**src/rtl/fp_pkg.sv**
```systemverilog
// Shared types and constants for the binary32 add/sub alignment stage.
package fp_pkg;

    localparam logic [7:0]  FP_EXP_MAX = 8'hFF;
    localparam logic [31:0] FP_QNAN    = 32'h7FC00000;
    localparam int          SIG_W      = 27;

    typedef struct packed {
        logic        sign;
        logic [7:0]  exp;
        logic [22:0] frac;
    } fp32_t;

    // Stage-1 payload: ordered operands, alignment distance and specials.
    typedef struct packed {
        logic [23:0] mant_a;
        logic [23:0] mant_b;
        logic [7:0]  exp;
        logic [4:0]  shamt;
        logic        sign;
        logic        eff_sub;
        logic        special;
        logic [31:0] special_val;
    } fp_s1_t;

    // Stage-2 payload: adder-ready words plus side information.
    typedef struct packed {
        logic [31:0] a;
        logic [31:0] b;
        logic        cin;
        logic [7:0]  exp;
        logic        sign;
        logic        eff_sub;
        logic        special;
        logic [31:0] special_val;
    } fp_align_t;

    // Denormals and zero behave as exponent 1 with no hidden bit.
    function automatic logic [7:0] fp_eff_exp(input fp32_t v);
        return (v.exp == 8'd0) ? 8'd1 : v.exp;
    endfunction

    function automatic logic [23:0] fp_mant(input fp32_t v);
        return {v.exp != 8'd0, v.frac};
    endfunction

endpackage

```
**src/rtl/fp_align_stage_if.sv**
```systemverilog
// Handshake and data bundle of the alignment stage; slave is the stage's view.
interface fp_align_stage_if;

    logic        in_valid;
    logic        in_ready;
    logic [31:0] x_i;
    logic [31:0] y_i;
    logic        op_i;
    logic        out_valid;
    logic        out_ready;
    logic [31:0] a_o;
    logic [31:0] b_o;
    logic        cin_o;
    logic [7:0]  exp_o;
    logic        sign_o;
    logic        eff_sub_o;
    logic        special_o;
    logic [31:0] special_val_o;

    modport slave (
        input  in_valid, x_i, y_i, op_i, out_ready,
        output in_ready, out_valid, a_o, b_o, cin_o, exp_o, sign_o,
               eff_sub_o, special_o, special_val_o
    );

    modport master (
        output in_valid, x_i, y_i, op_i, out_ready,
        input  in_ready, out_valid, a_o, b_o, cin_o, exp_o, sign_o,
               eff_sub_o, special_o, special_val_o
    );

endinterface

```
**src/rtl/fp_rshift_sticky.sv**
```systemverilog
// Saturating 27-bit right shifter with sticky; FP_ALIGN_STICKY_EN enables the
// sticky OR-reduce, otherwise the S position is forced to 0.
module fp_rshift_sticky
    import fp_pkg::*;
(
    input  logic [SIG_W-1:0] data_i,
    input  logic [4:0]       amt_i,
    output logic [SIG_W-1:0] data_o,
    output logic             sticky_o
);

    logic [SIG_W-1:0] shifted;

    assign shifted = (amt_i >= 5'(SIG_W)) ? '0 : (data_i >> amt_i);

`ifdef FP_ALIGN_STICKY_EN
    logic [SIG_W-1:0] lost_mask;

    assign lost_mask = (amt_i >= 5'(SIG_W)) ? '1
                                             : ((SIG_W'(1) << amt_i) - SIG_W'(1));
    assign data_o    = shifted;
    assign sticky_o  = |(data_i & lost_mask);
`else
    localparam logic [SIG_W-1:0] S_CLR = ~SIG_W'(1);

    assign data_o   = shifted & S_CLR;
    assign sticky_o = 1'b0;
`endif

endmodule

```
**src/rtl/fp_align_stage.sv**
```systemverilog
// Two-stage binary32 pre-adder alignment: order, align, invert for adder_sub.
// Sticky generation is controlled by the FP_ALIGN_STICKY_EN macro.
module fp_align_stage
    import fp_pkg::*;
(
    input logic              clk,
    input logic              rst,
    fp_align_stage_if.slave  bus
);

    fp32_t       x_in, y_in;
    logic        sy_eff, eff_sub, swap;
    logic [7:0]  ex, ey, exp_diff;
    logic [23:0] mx, my;
    logic        x_nan, y_nan, x_inf, y_inf;

    logic        s1_valid_q, s2_valid_q;
    fp_s1_t      s1_d, s1_q;
    fp_align_t   s2_d, s2_q;
    logic        s2_advance;

    logic [SIG_W-1:0] b_word, b_shift, b_aligned;
    logic             b_sticky;

    assign s2_advance   = !s2_valid_q || bus.out_ready;
    assign bus.in_ready = !s1_valid_q || s2_advance;

    // ---------------- stage 1: unpack, compare, swap, specials ----------------
    assign x_in    = bus.x_i;
    assign y_in    = bus.y_i;
    assign sy_eff  = y_in.sign ^ bus.op_i;
    assign eff_sub = x_in.sign ^ sy_eff;
    assign ex      = fp_eff_exp(x_in);
    assign ey      = fp_eff_exp(y_in);
    assign mx      = fp_mant(x_in);
    assign my      = fp_mant(y_in);
    assign swap    = (ey > ex) || ((ey == ex) && (my > mx));
    assign exp_diff = swap ? (ey - ex) : (ex - ey);

    assign x_nan = (x_in.exp == FP_EXP_MAX) && (x_in.frac != '0);
    assign y_nan = (y_in.exp == FP_EXP_MAX) && (y_in.frac != '0);
    assign x_inf = (x_in.exp == FP_EXP_MAX) && (x_in.frac == '0);
    assign y_inf = (y_in.exp == FP_EXP_MAX) && (y_in.frac == '0);

    // NOTE: every combinational output gets a default first so no latch is inferred.
    always_comb begin
        s1_d         = '0;
        s1_d.eff_sub = eff_sub;
        s1_d.shamt   = (exp_diff >= 8'(SIG_W)) ? 5'(SIG_W) : exp_diff[4:0];
        if (swap) begin
            s1_d.mant_a = my;
            s1_d.mant_b = mx;
            s1_d.exp    = ey;
            s1_d.sign   = sy_eff;
        end else begin
            s1_d.mant_a = mx;
            s1_d.mant_b = my;
            s1_d.exp    = ex;
            s1_d.sign   = x_in.sign;
        end

        if (x_nan || y_nan || (x_inf && y_inf && eff_sub)) begin
            s1_d.special     = 1'b1;
            s1_d.special_val = FP_QNAN;
        end else if (x_inf) begin
            s1_d.special     = 1'b1;
            s1_d.special_val = {x_in.sign, FP_EXP_MAX, 23'd0};
        end else if (y_inf) begin
            s1_d.special     = 1'b1;
            s1_d.special_val = {sy_eff, FP_EXP_MAX, 23'd0};
        end
    end

    // ---------------- stage 2: shift, sticky, inversion ----------------
    assign b_word = {3'b000, s1_q.mant_b, 3'b000};

    fp_rshift_sticky u_rshift (
        .data_i   (b_word),
        .amt_i    (s1_q.shamt),
        .data_o   (b_shift),
        .sticky_o (b_sticky)
    );

    assign b_aligned = b_shift | {{(SIG_W-1){1'b0}}, b_sticky};

    always_comb begin
        s2_d             = '0;
        s2_d.a           = {5'b00000, s1_q.mant_a, 3'b000};
        s2_d.b           = s1_q.eff_sub ? ~{5'b00000, b_aligned} : {5'b00000, b_aligned};
        s2_d.cin         = s1_q.eff_sub;
        s2_d.exp         = s1_q.exp;
        s2_d.sign        = s1_q.sign;
        s2_d.eff_sub     = s1_q.eff_sub;
        s2_d.special     = s1_q.special;
        s2_d.special_val = s1_q.special_val;
    end

    // NOTE: state uses non-blocking assignments so both stages see pre-edge values.
    always_ff @(posedge clk) begin
        if (rst) begin
            s1_valid_q <= 1'b0;
            s1_q       <= '0;
            s2_valid_q <= 1'b0;
            s2_q       <= '0;
        end else begin
            if (bus.in_ready) begin
                s1_valid_q <= bus.in_valid;
                if (bus.in_valid) begin
                    s1_q <= s1_d;
                end
            end
            if (s2_advance) begin
                s2_valid_q <= s1_valid_q;
                if (s1_valid_q) begin
                    s2_q <= s2_d;
                end
            end
        end
    end

    assign bus.out_valid     = s2_valid_q;
    assign bus.a_o           = s2_q.a;
    assign bus.b_o           = s2_q.b;
    assign bus.cin_o         = s2_q.cin;
    assign bus.exp_o         = s2_q.exp;
    assign bus.sign_o        = s2_q.sign;
    assign bus.eff_sub_o     = s2_q.eff_sub;
    assign bus.special_o     = s2_q.special;
    assign bus.special_val_o = s2_q.special_val;

endmodule

```
**src/flat_wrapper.sv**
```systemverilog
// flat-port wrapper written by rule: the top's interface ports become plain ports
module fp_align_stage_flat import fp_pkg::*;
  (clk, rst, bus_in_valid, bus_x_i, bus_y_i, bus_op_i, bus_out_ready, bus_in_ready, bus_out_valid, bus_a_o, bus_b_o, bus_cin_o, bus_exp_o, bus_sign_o, bus_eff_sub_o, bus_special_o, bus_special_val_o);
  fp_align_stage_if bus_i ();
  input logic clk;
  input logic rst;
  input wire logic [$bits(bus_i.in_valid)-1:0] bus_in_valid;
  input wire logic [$bits(bus_i.x_i)-1:0] bus_x_i;
  input wire logic [$bits(bus_i.y_i)-1:0] bus_y_i;
  input wire logic [$bits(bus_i.op_i)-1:0] bus_op_i;
  input wire logic [$bits(bus_i.out_ready)-1:0] bus_out_ready;
  output wire logic [$bits(bus_i.in_ready)-1:0] bus_in_ready;
  output wire logic [$bits(bus_i.out_valid)-1:0] bus_out_valid;
  output wire logic [$bits(bus_i.a_o)-1:0] bus_a_o;
  output wire logic [$bits(bus_i.b_o)-1:0] bus_b_o;
  output wire logic [$bits(bus_i.cin_o)-1:0] bus_cin_o;
  output wire logic [$bits(bus_i.exp_o)-1:0] bus_exp_o;
  output wire logic [$bits(bus_i.sign_o)-1:0] bus_sign_o;
  output wire logic [$bits(bus_i.eff_sub_o)-1:0] bus_eff_sub_o;
  output wire logic [$bits(bus_i.special_o)-1:0] bus_special_o;
  output wire logic [$bits(bus_i.special_val_o)-1:0] bus_special_val_o;
  assign bus_i.in_valid = bus_in_valid;
  assign bus_i.x_i = bus_x_i;
  assign bus_i.y_i = bus_y_i;
  assign bus_i.op_i = bus_op_i;
  assign bus_i.out_ready = bus_out_ready;
  assign bus_in_ready = bus_i.in_ready;
  assign bus_out_valid = bus_i.out_valid;
  assign bus_a_o = bus_i.a_o;
  assign bus_b_o = bus_i.b_o;
  assign bus_cin_o = bus_i.cin_o;
  assign bus_exp_o = bus_i.exp_o;
  assign bus_sign_o = bus_i.sign_o;
  assign bus_eff_sub_o = bus_i.eff_sub_o;
  assign bus_special_o = bus_i.special_o;
  assign bus_special_val_o = bus_i.special_val_o;
  fp_align_stage u_core (.clk(clk), .rst(rst), .bus(bus_i));
endmodule
```
**config.mk**
```make
export PLATFORM = sky130hd
export DESIGN_NAME = fp_align_stage_flat
export DESIGN_NICKNAME = d
export VERILOG_FILES = /design/src/rtl/fp_pkg.sv /design/src/rtl/fp_align_stage_if.sv /design/src/rtl/fp_rshift_sticky.sv /design/src/rtl/fp_align_stage.sv /design/src/flat_wrapper.sv
export SDC_FILE = /design/constraint.sdc
export NUM_CORES = 1
export LEC_CHECK = 0
export BUFFER_PORTS_ARGS = -buffer_cell sky130_fd_sc_hd__buf_2
export CAP_MARGIN = 20
export CORE_UTILIZATION = 29
export CTS_BUF_LIST = sky130_fd_sc_hd__clkbuf_8
export DETAILED_ROUTE_END_ITERATION = 8
export PLACE_DENSITY_LB_ADDON = 0.15
export SLEW_MARGIN = 10
export SYNTH_ARGS = -nofsm -noshare
export SYNTH_HDL_FRONTEND = slang
export SYNTH_HIERARCHICAL = 1
export SYNTH_SLANG_ARGS = --single-unit
```
**constraint.sdc**
```tcl
create_clock -name clk -period 7.6 [get_ports clk]
set_input_delay 1.9 -clock clk [delete_from_list [all_inputs] [get_ports clk]]
set_output_delay 1.9 -clock clk [all_outputs]
set_load 0.01 [all_outputs]
```
==> metrics, run 1 <==
Synth Flop Type=dfxtp_1; vias in the first global route=6735; Final Hold Viols=0; hpwl dp=19000 um; Tmin final=5750 ps; routed wire length=25500 um; Max-Cap Viols=0; Worst Skew=20.1 ps; first-pass GRT wire length=39600 um; synth unique cells=59; endpoints failing setup=0; Worst-path clk slew=100 ps; Final Slew Violations=0; worst reg-to-reg setup slack=4730 ps; worst slack, placed=1450 ps; Die X=173 um; Final Cycle Share=75.7%; pin count of the biggest net entering global routing=85; cell area power density=201 nW/um^2; share of cells above drive strength 1=19.1%; filler-free cell count of the finished design=1519; post-route setup slack=1850 ps; CTS Buffer Depth=2; Final ANT Viol Nets=0; post-CTS setup buffers=0; IO Pins=179; DRC=0; hold slack=450 ps; Post-synth ARST share=0%; dpl cells=1487; Seq/Total Area, Yosys=31.2%; die height=173 um; All-Layer GR Usage=16.8%; core area=28700 sq um; cell count after synthesis=1046; gpl congestion=0.901; cell taking the most area after synthesis=dfxtp_1; P_leak=4.07 nW; Storage cell area=2640 sq um; top cell type's share of synthesized area=31.2%; antenna violations before repair=0; routed vias=7431; Netlist Area Pre-Place=8460 sq um; total power=1.93 mW; # H-tree levels=4; CP Class=in -> reg; I/O Buffers=148; post-layout net count=1232; CTS tree=done; Yosys Warn Count=6; row cnt=62; via-per-instance ratio=4.89; Worst-Skew Late Latency=470 ps; DP Area=9170 sq um; Multi-input gate area=5080 sq um; Fillers=3105; GR Overflow Total=0; Die ar.=29900 sq um; unrepaired setup endpoints after global routing=false; Initial Util=29.5%; Min-Delay Path Class=reg -> reg; Syn-to-layout area delta=13.1%; wire per inst=16.8 um; crit path max fanout=69; clock sinks=132; drt first pass iters=5; Seq cells post-synth=132; Peak supply drop=103 uV; Post-Layout Inst Area=9570 sq um; Total Neg Setup Slack=0 ps; average cell area after synthesis=8.09 sq um; TritonCTS buffer count=17; Slew headroom=36.3%; Diodes inserted=0; fmax=174 MHz; post-CTS resize count=0; worst path required time=7910 ps; top post-synthesis cells by area=dfxtp_1, a211oi_1, nor2_1; Root Buffer=clkbuf_8; Layout Utilization=33.4%; run status=completed; hold buffer count at CTS=0; DR iter-0 viols=533; CP endpoint kind=register; EDFF count, synth=0; startpoint types=primary input; WP data arrival=6060 ps; worst slew pin tran=955 ps
## cell usage in the layout (no fill, tap or decap), drive strengths merged, types with 2 or more instances in the layout
master      n
a21oi      94
bufinv      2
nor2b       7
clkbuf     17
nor4       15
mux2i      52
o221ai      3
mux4       16
clkinvlp    2
inv        55
buf       155
a311oi      2
a21o        3
mux2       11
fa          2
ha         39
nand4      13
nor2      145
or4         2
or2         3
a211oi     88
a22oi       7
a221oi      6
o22ai       3
clkinv      2
nand3      10
and2        3
a31oi       3
conb       35
o21ai      19
dfxtp     132
xor2        5
nand2     117
nand2b      6
o211ai      8
nor3        8
xnor2      32
## critical path, stage by stage
cell	delay, ps
buf_2	140
or4_1	500
nor2_1	290
nor2_1	130
ha_1	350
nand3_1	130
nor4_4	310
o211ai_1	140
o21a_1	210
o21ai_4	640
buf_4	770
mux2i_1	390
a211oi_1	120
## worst paths after layout
kind	start	endpoint	depth (start not counted)
min reg2reg	u_core/s1_q[78]$_SDFFE_PP0P_	u_core/bus.a_o[9]$_SDFFE_PP0P_	2
min	u_core/s1_q[78]$_SDFFE_PP0P_	u_core/bus.a_o[9]$_SDFFE_PP0P_	2
max reg2reg	u_core/s1_q[35]$_SDFFE_PP0P_	u_core/bus.b_o[3]$_SDFFE_PP0P_	5
max	bus_x_i[24]	u_core/s1_q[93]$_SDFFE_PP0P_	13
## layer usage
layer / share of wire (%) / track usage, % / vias to the layer above
met5: 0 / 0 / -
met4: 0.61 / 4.02 / 0
met3: 3.9 / 2.15 / 12
met2: 44 / 25.4 / 203
met1: 52 / 25.2 / 3455
li1: - / - / 3761
## flip-flops by register name, summed over array words and instances, names as in the netlist
| register | cells |
|---|---|
| u_core/s1_q | 42 |
| u_core/bus.b_o | 28 |
| u_core/bus.sign_o | 1 |
| u_core/bus.out_valid | 1 |
| u_core/b_word | 24 |
| u_core/bus.exp_o | 8 |
| u_core/bus.special_val_o | 3 |
| u_core/bus.a_o | 24 |
| u_core/s1_valid_q | 1 |
## synthesized netlist by cell type (4+ instances only)
cell type and count:
inv_1 46, mux2_2 11, o21ai_0 13, a221oi_1 5, o211ai_1 7, mux4_2 6
nor4_1 13, a21oi_1 94, nor2_1 145, buf_4 47, a211oi_1 88, buf_2 6
buf_1 10, clkbuf_1 65, nand2_1 117, mux4_1 10, nor3_1 8, a22oi_1 7
nand3_1 10, mux2i_1 52, nand4_1 13, nand2b_1 6, xnor2_1 32, xor2_1 4
ha_1 39, nor2b_1 7, dfxtp_1 132, o21ai_1 5
## cells by family after synthesis
kind of cell	count (synthesis)	share of synthesized area, %
buf+inv	177	10.4
other cells	2	0.0887
fa+ha+maj	41	6.24
flops	132	31.2
compound gates	243	18.7
xor+xnor	37	3.92
simple gates	335	17.2
mux	79	12.3
## cell type report
type	instances	share of cell area, %
repair buffers	155	8.31
well taps	384	5.02
clock buffers	17	2.44
multi-input cells	770	53.0
inverters	46	1.80
flip-flops and latches	132	27.6
clock inverters	15	1.78
## power breakdown
group / switching, mW / internal (mW) / total [mW]
logic: 0.287 / 0.201 / 0.488
clock network: 0.339 / 0.302 / 0.641
registers: 0.0569 / 0.739 / 0.796
Note: power is estimated with default switching activity, not from simulation.
==> inputs of run 2 (changes only) <==
Clock period 7.6 ns to 5.95 ns, I/O delays scaled along.
==> run 2 against run 1 <==
Net effect:
- register-to-register slack lost 1700 ps
- die area stayed put
- final cell count barely moved
- clock-buffer cell count stayed put
- clock power grew 32%
- non-clock buffer count increased by 1
- worst hold slack gained 5.0 ps
- setup slack lost 820 ps
==> metrics, run 2 (synthesis results as in run 1) <==
wire per inst=16.5 um; hpwl dp=19000 um; CP endpoint kind=register; IO Pins=179; most common cell after layout, fill and taps aside=buf_2; Register-to-Register Path Depth=5; antenna violations before repair=0; Tmin final=4920 ps; All-Layer GR Usage=16.6%; Worst Skew=16.5 ps; Die X=173 um; vias in the first global route=6742; CTS tree=done; # H-tree levels=4; DRC=0; Final Slew Violations=0; routed vias=7412; cell area power density=259 nW/um^2; core area=28700 sq um; Initial Util=29.5%; Crit path largest cell delay=510 ps; Min-Delay Path Class=reg -> reg; row cnt=62; Final ANT Viol Nets=0; clock sinks=132; crit path max fanout=17; endpoints failing setup=0; WP data arrival=5190 ps; share of cells above drive strength 1=19.2%; CP startpoint=bus_x_i[24]; CP max-delay cell=or4_1; pin count of the biggest net entering global routing=97; Peak supply drop=132 uV; gpl congestion=0.877; Syn-to-layout area delta=13.6%; crit-path cells=buf_2 -> or4_1 -> nor2_1 -> nor2_1 -> ha_1 -> nand3_1 -> nor4_4 -> o211ai_1 -> o21a_1 -> o21ai_4 -> mux2i_1 -> xnor2_1 -> nor4_2 -> a311oi_1; P_leak=4.09 nW; Worst-path clk slew=80 ps; worst reg2reg path startpoint=u_core/s1_q[35]$_SDFFE_PP0P_; Slew headroom=29.2%; post-CTS setup buffers=0; TritonCTS buffer count=17; GR Overflow Total=0; Final Cycle Share=82.7%; hold buffer count at CTS=0; Critical Path Sink=u_core/s1_q[35]$_SDFFE_PP0P_; Worst Hold Launch=u_core/bus.b_o[0]$_SDFFE_PP0P_; run status=completed; startpoint types=primary input; Die ar.=29900 sq um; CP Class=in -> reg; Fillers=3128; drt first pass iters=4; Final Hold Viols=0; I/O Buffers=148; CTS Buffer Depth=2; DR iter-0 viols=473; Total Neg Setup Slack=0 ps; worst slew pin tran=1060 ps; Worst-Skew Late Latency=450 ps; unrepaired setup endpoints after global routing=false; via-per-instance ratio=4.88; post-layout net count=1233; Worst R2R End=u_core/bus.b_o[3]$_SDFFE_PP0P_; most frequent CP cell=nor2_1; Max-Cap Viols=0; most frequent cells in the layout=buf_2, nor2_1, dfxtp_1; Diodes inserted=0; Root Buffer=clkbuf_8; max FFs per register=42; worst path required time=6230 ps; post-CTS resize count=0; first-pass GRT wire length=39100 um; total power=2.49 mW; routed wire length=25000 um; worst reg-to-reg setup slack=3040 ps; largest reg by FF count=u_core/s1_q; fmax=203 MHz; die height=173 um
## run 2: changes by cell type in the layout (fill, tap and decap cells not counted), sizes merged
cell / previous run / this run
inv: 55 / 54
bufinv: 2 / 3
buf: 155 / 156
## run 2: power breakdown
part	total, mW	internal, mW	switching [mW]
Combinational	0.627	0.259	0.368
Clock	0.847	0.428	0.419
Sequential	1.01	0.944	0.0688
Total	2.49	1.63	0.855
## run 2: through the flow
step / area, sq um / std cells / hold WS, ps / setup slack (ps) / util (%)
6_report: 9620 / 1520 / 455 / 1030 / 33.5
5_1_grt: 9620 / 1520 / 476 / 663 / 33.5
4_1_cts: 9620 / 1520 / 459 / 997 / 33.5
3_5_place_dp: 9190 / 1488 / 446 / 525 / 32.0
3_3_place_gp: 9190 / 1488 / 444 / 613 / 32.0
2_1_floorplan: 8590 / 1079 / 432 / 1370 / -
## run 2: cell type report
class / instances / area, sq um / area share [%]
multi-input cells: 770 / 5080 / 52.8
flip-flops and latches: 132 / 2640 / 27.5
repair buffers: 156 / 816 / 8.48
well taps: 384 / 480 / 5.00
clock buffers: 17 / 234 / 2.43
clock inverters: 15 / 195 / 2.03
inverters: 46 / 173 / 1.80
## run 2: worst min-delay path by stage
| stage | endpoint | slack, ps | depth (start not counted) |
|---|---|---|---|
| floorplan | u_core/bus.a_o[26]$_SDFFE_PP0P_ | 430 | 2 |
| detailed placement | u_core/bus.b_o[0]$_SDFFE_PP0P_ | 450 | 2 |
| CTS | u_core/bus.b_o[0]$_SDFFE_PP0P_ | 460 | 2 |
| global route | u_core/bus.a_o[16]$_SDFFE_PP0P_ | 480 | 2 |
| global placement | u_core/bus.a_o[23]$_SDFFE_PP0P_ | 440 | 2 |
| finish | u_core/bus.b_o[0]$_SDFFE_PP0P_ | 450 | 2 |
## run 2: routing by layer
| metal | vias up | GRT usage [%] | wire length [um] |
|---|---|---|---|
| met4 | 0 | 4.31 | 296 |
| met2 | 174 | 24.9 | 10900 |
| met1 | 3462 | 24.0 | 12700 |
| met5 | - | 0 | 0 |
| li1 | 3760 | - | - |
| met3 | 16 | 3.10 | 1080 |
## run 2: worst max-delay path, delay by kind of cell
family	cells	cell delay (ps)
adders and majority gates	1	330
and+or+nand+nor	6	1850
xor gates and xnor gates	1	100
buffers and inverters	1	150
AOI/OAI and AO/OA	4	990
muxes	1	280
==> inputs of run 3 (changes only) <==
Clock period 5.95 ns to 4.5 ns, I/O delays scaled along.
==> run 3 against run 2 <==
Net effect:
- via count down 0.35%
- wire length up 1.3%
- sequential power up 33%
- utilization up 0.38 points
- die area unchanged
- worst hold slack worse by 9.1 ps
- setup slack worse by 790 ps
- clock-buffer cell count up 2
- cell area up 1.1%
- largest cell class unchanged
- highest routed layer unchanged
==> metrics, run 3 (synthesis results as in run 1) <==
Root Buffer=clkbuf_8; worst reg2reg path startpoint=u_core/s1_q[35]$_SDFFE_PP0P_; gpl congestion=0.881; Diodes inserted=0; GR Overflow Total=0; wire per inst=16.5 um; worst reg-to-reg setup slack=1620 ps; CP max-delay cell=or4_1; Final Slew Violations=0; filler-free cell count of the finished design=1537; largest delay contributor family on the critical path=simple AND/OR/NAND/NOR gates; vias in the first global route=6851; Seq pwr share=41.5%; crit path max fanout=8; Slew headroom=36.9%; Worst Skew=16.9 ps; post-CTS resize count=0; crit path buf inv count=3; CP endpoint kind=register; Comb pwr share=26.3%; crit-path cells=buf_2 -> or4_1 -> nor2_1 -> nor2_1 -> inv_1 -> ha_1 -> inv_1 -> fa_1 -> and3_1 -> a221oi_2 -> o21ai_1 -> o21ai_4 -> mux2i_1 -> xor2_1 -> or3_1 -> a311oi_1; cell area power density=332 nW/um^2; hold slack=446 ps; Die X=173 um; run status=completed; unrepaired setup endpoints after global routing=false; Int Power=2.09 mW; I/O Buffers=148; die height=173 um; total power=3.23 mW; Peak supply drop=163 uV; CP Class=in -> reg; via-per-instance ratio=4.81; Final ANT Viol Nets=0; CTS Buffer Depth=2; clock sinks=132; CP Depth=16; largest reg by FF count=u_core/s1_q; Worst R2R End=u_core/bus.b_o[3]$_SDFFE_PP0P_; worst path required time=4830 ps; antenna violations before repair=0; IO Pins=179; first-pass GRT wire length=39800 um; routed wire length=25300 um; Max-Cap Viols=0; Net Sw Frac=35.2%; Tmin final=4250 ps; core area=28700 sq um; TritonCTS buffer count=17; # H-tree levels=4; CTS tree=done; Initial Util=29.5%; post-CTS setup buffers=0; P_leak=4.17 nW; most frequent cells in the layout=buf_2, nor2_1, dfxtp_1; WP data arrival=4590 ps; post-layout net count=1250; Crit path largest cell delay=510 ps; startpoint types=primary input; DRC=0; pin count of the biggest net entering global routing=91; drt first pass iters=8; routed vias=7386; hpwl dp=19000 um; hold path depth=2; switching power=1.14 mW; Min-Delay Endpoint=u_core/bus.a_o[8]$_SDFFE_PP0P_; Worst-Skew Late Latency=440 ps; Min-Delay Path Class=reg -> reg; max FFs per register=42; Worst-path clk slew=100 ps; share of cells above drive strength 1=20.5%; Register-to-Register Path Depth=5; worst slew pin tran=946 ps; DR iter-0 viols=436; Fillers=3136; endpoints failing setup=0; most common cell after layout, fill and taps aside=buf_2; Worst Hold Launch=u_core/s1_q[77]$_SDFFE_PP0P_; Die ar.=29900 sq um; Syn-to-layout area delta=14.9%; hold buffer count at CTS=0; All-Layer GR Usage=16.9%; Final Cycle Share=94.6%; dpl cells=1505; Final Hold Viols=0; fmax=235 MHz; row cnt=62; clock network power share=32.2%
run 3: changes by cell type in the layout (fill, tap and decap cells not counted), sizes merged:
cell / change
clkinv: +2
buf: +17
bufinv: -2
clkbuf: +2
clkinvlp: -2
run 3: worst min-delay path: stages, from the launching register on:
cell and delay (ps):
dfxtp_1 320, nand2_1 50, a21oi_1 50
run 3: metrics by stage:
step	cell area, sq um	utilization [%]	setup TNS (ps)	setup slack [ps]
floorplan	8590	-	0	283
global placement	9330	32.5	-61.4	-34.1
detailed placement	9330	32.5	-453	-150
CTS	9730	33.9	0	309
global route	9730	33.9	0	36.8
finish	9730	33.9	0	245
run 3: final cells by class:
type	count	area (sq um)	area share (%)
repair buffers	173	956	9.83
flip-flops and latches	132	2640	27.2
well taps	384	480	4.94
clock buffers	19	262	2.69
clock inverters	13	136	1.40
multi-input cells	770	5080	52.2
inverters	46	173	1.78
run 3: power by group through the flow:
stage	registers (mW)	logic, mW	clock network, mW
after floorplan	1.33	0.633	0
after global placement	1.37	0.853	0
after CTS	1.34	0.853	1.09
after global routing	1.36	0.939	1.14
after detailed placement	1.37	0.851	0
final	1.34	0.849	1.04
run 3: worst max path at each step:
| stage | slack (ps) | from | to |
|---|---|---|---|
| 2_1_floorplan | 280 | bus_x_i[23] | u_core/s1_q[35]$_SDFFE_PP0P_ |
| 3_3_place_gp | -30 | bus_x_i[23] | u_core/s1_q[35]$_SDFFE_PP0P_ |
| 3_5_place_dp | -150 | bus_x_i[23] | u_core/s1_q[35]$_SDFFE_PP0P_ |
| 4_1_cts | 310 | bus_x_i[23] | u_core/s1_q[35]$_SDFFE_PP0P_ |
| 5_1_grt | 40 | bus_x_i[23] | u_core/s1_q[35]$_SDFFE_PP0P_ |
| 6_report | 250 | bus_x_i[23] | u_core/s1_q[35]$_SDFFE_PP0P_ |
run 3: per-layer routing:
layer / up-vias / wire length [um] / GRT usage (%)
met3: 8 / 863 / 2.62
met5: - / 0 / 0
li1: 3797 / - / -
met4: 0 / 202 / 3.87
met2: 183 / 11100 / 25.3
met1: 3398 / 13200 / 25.1
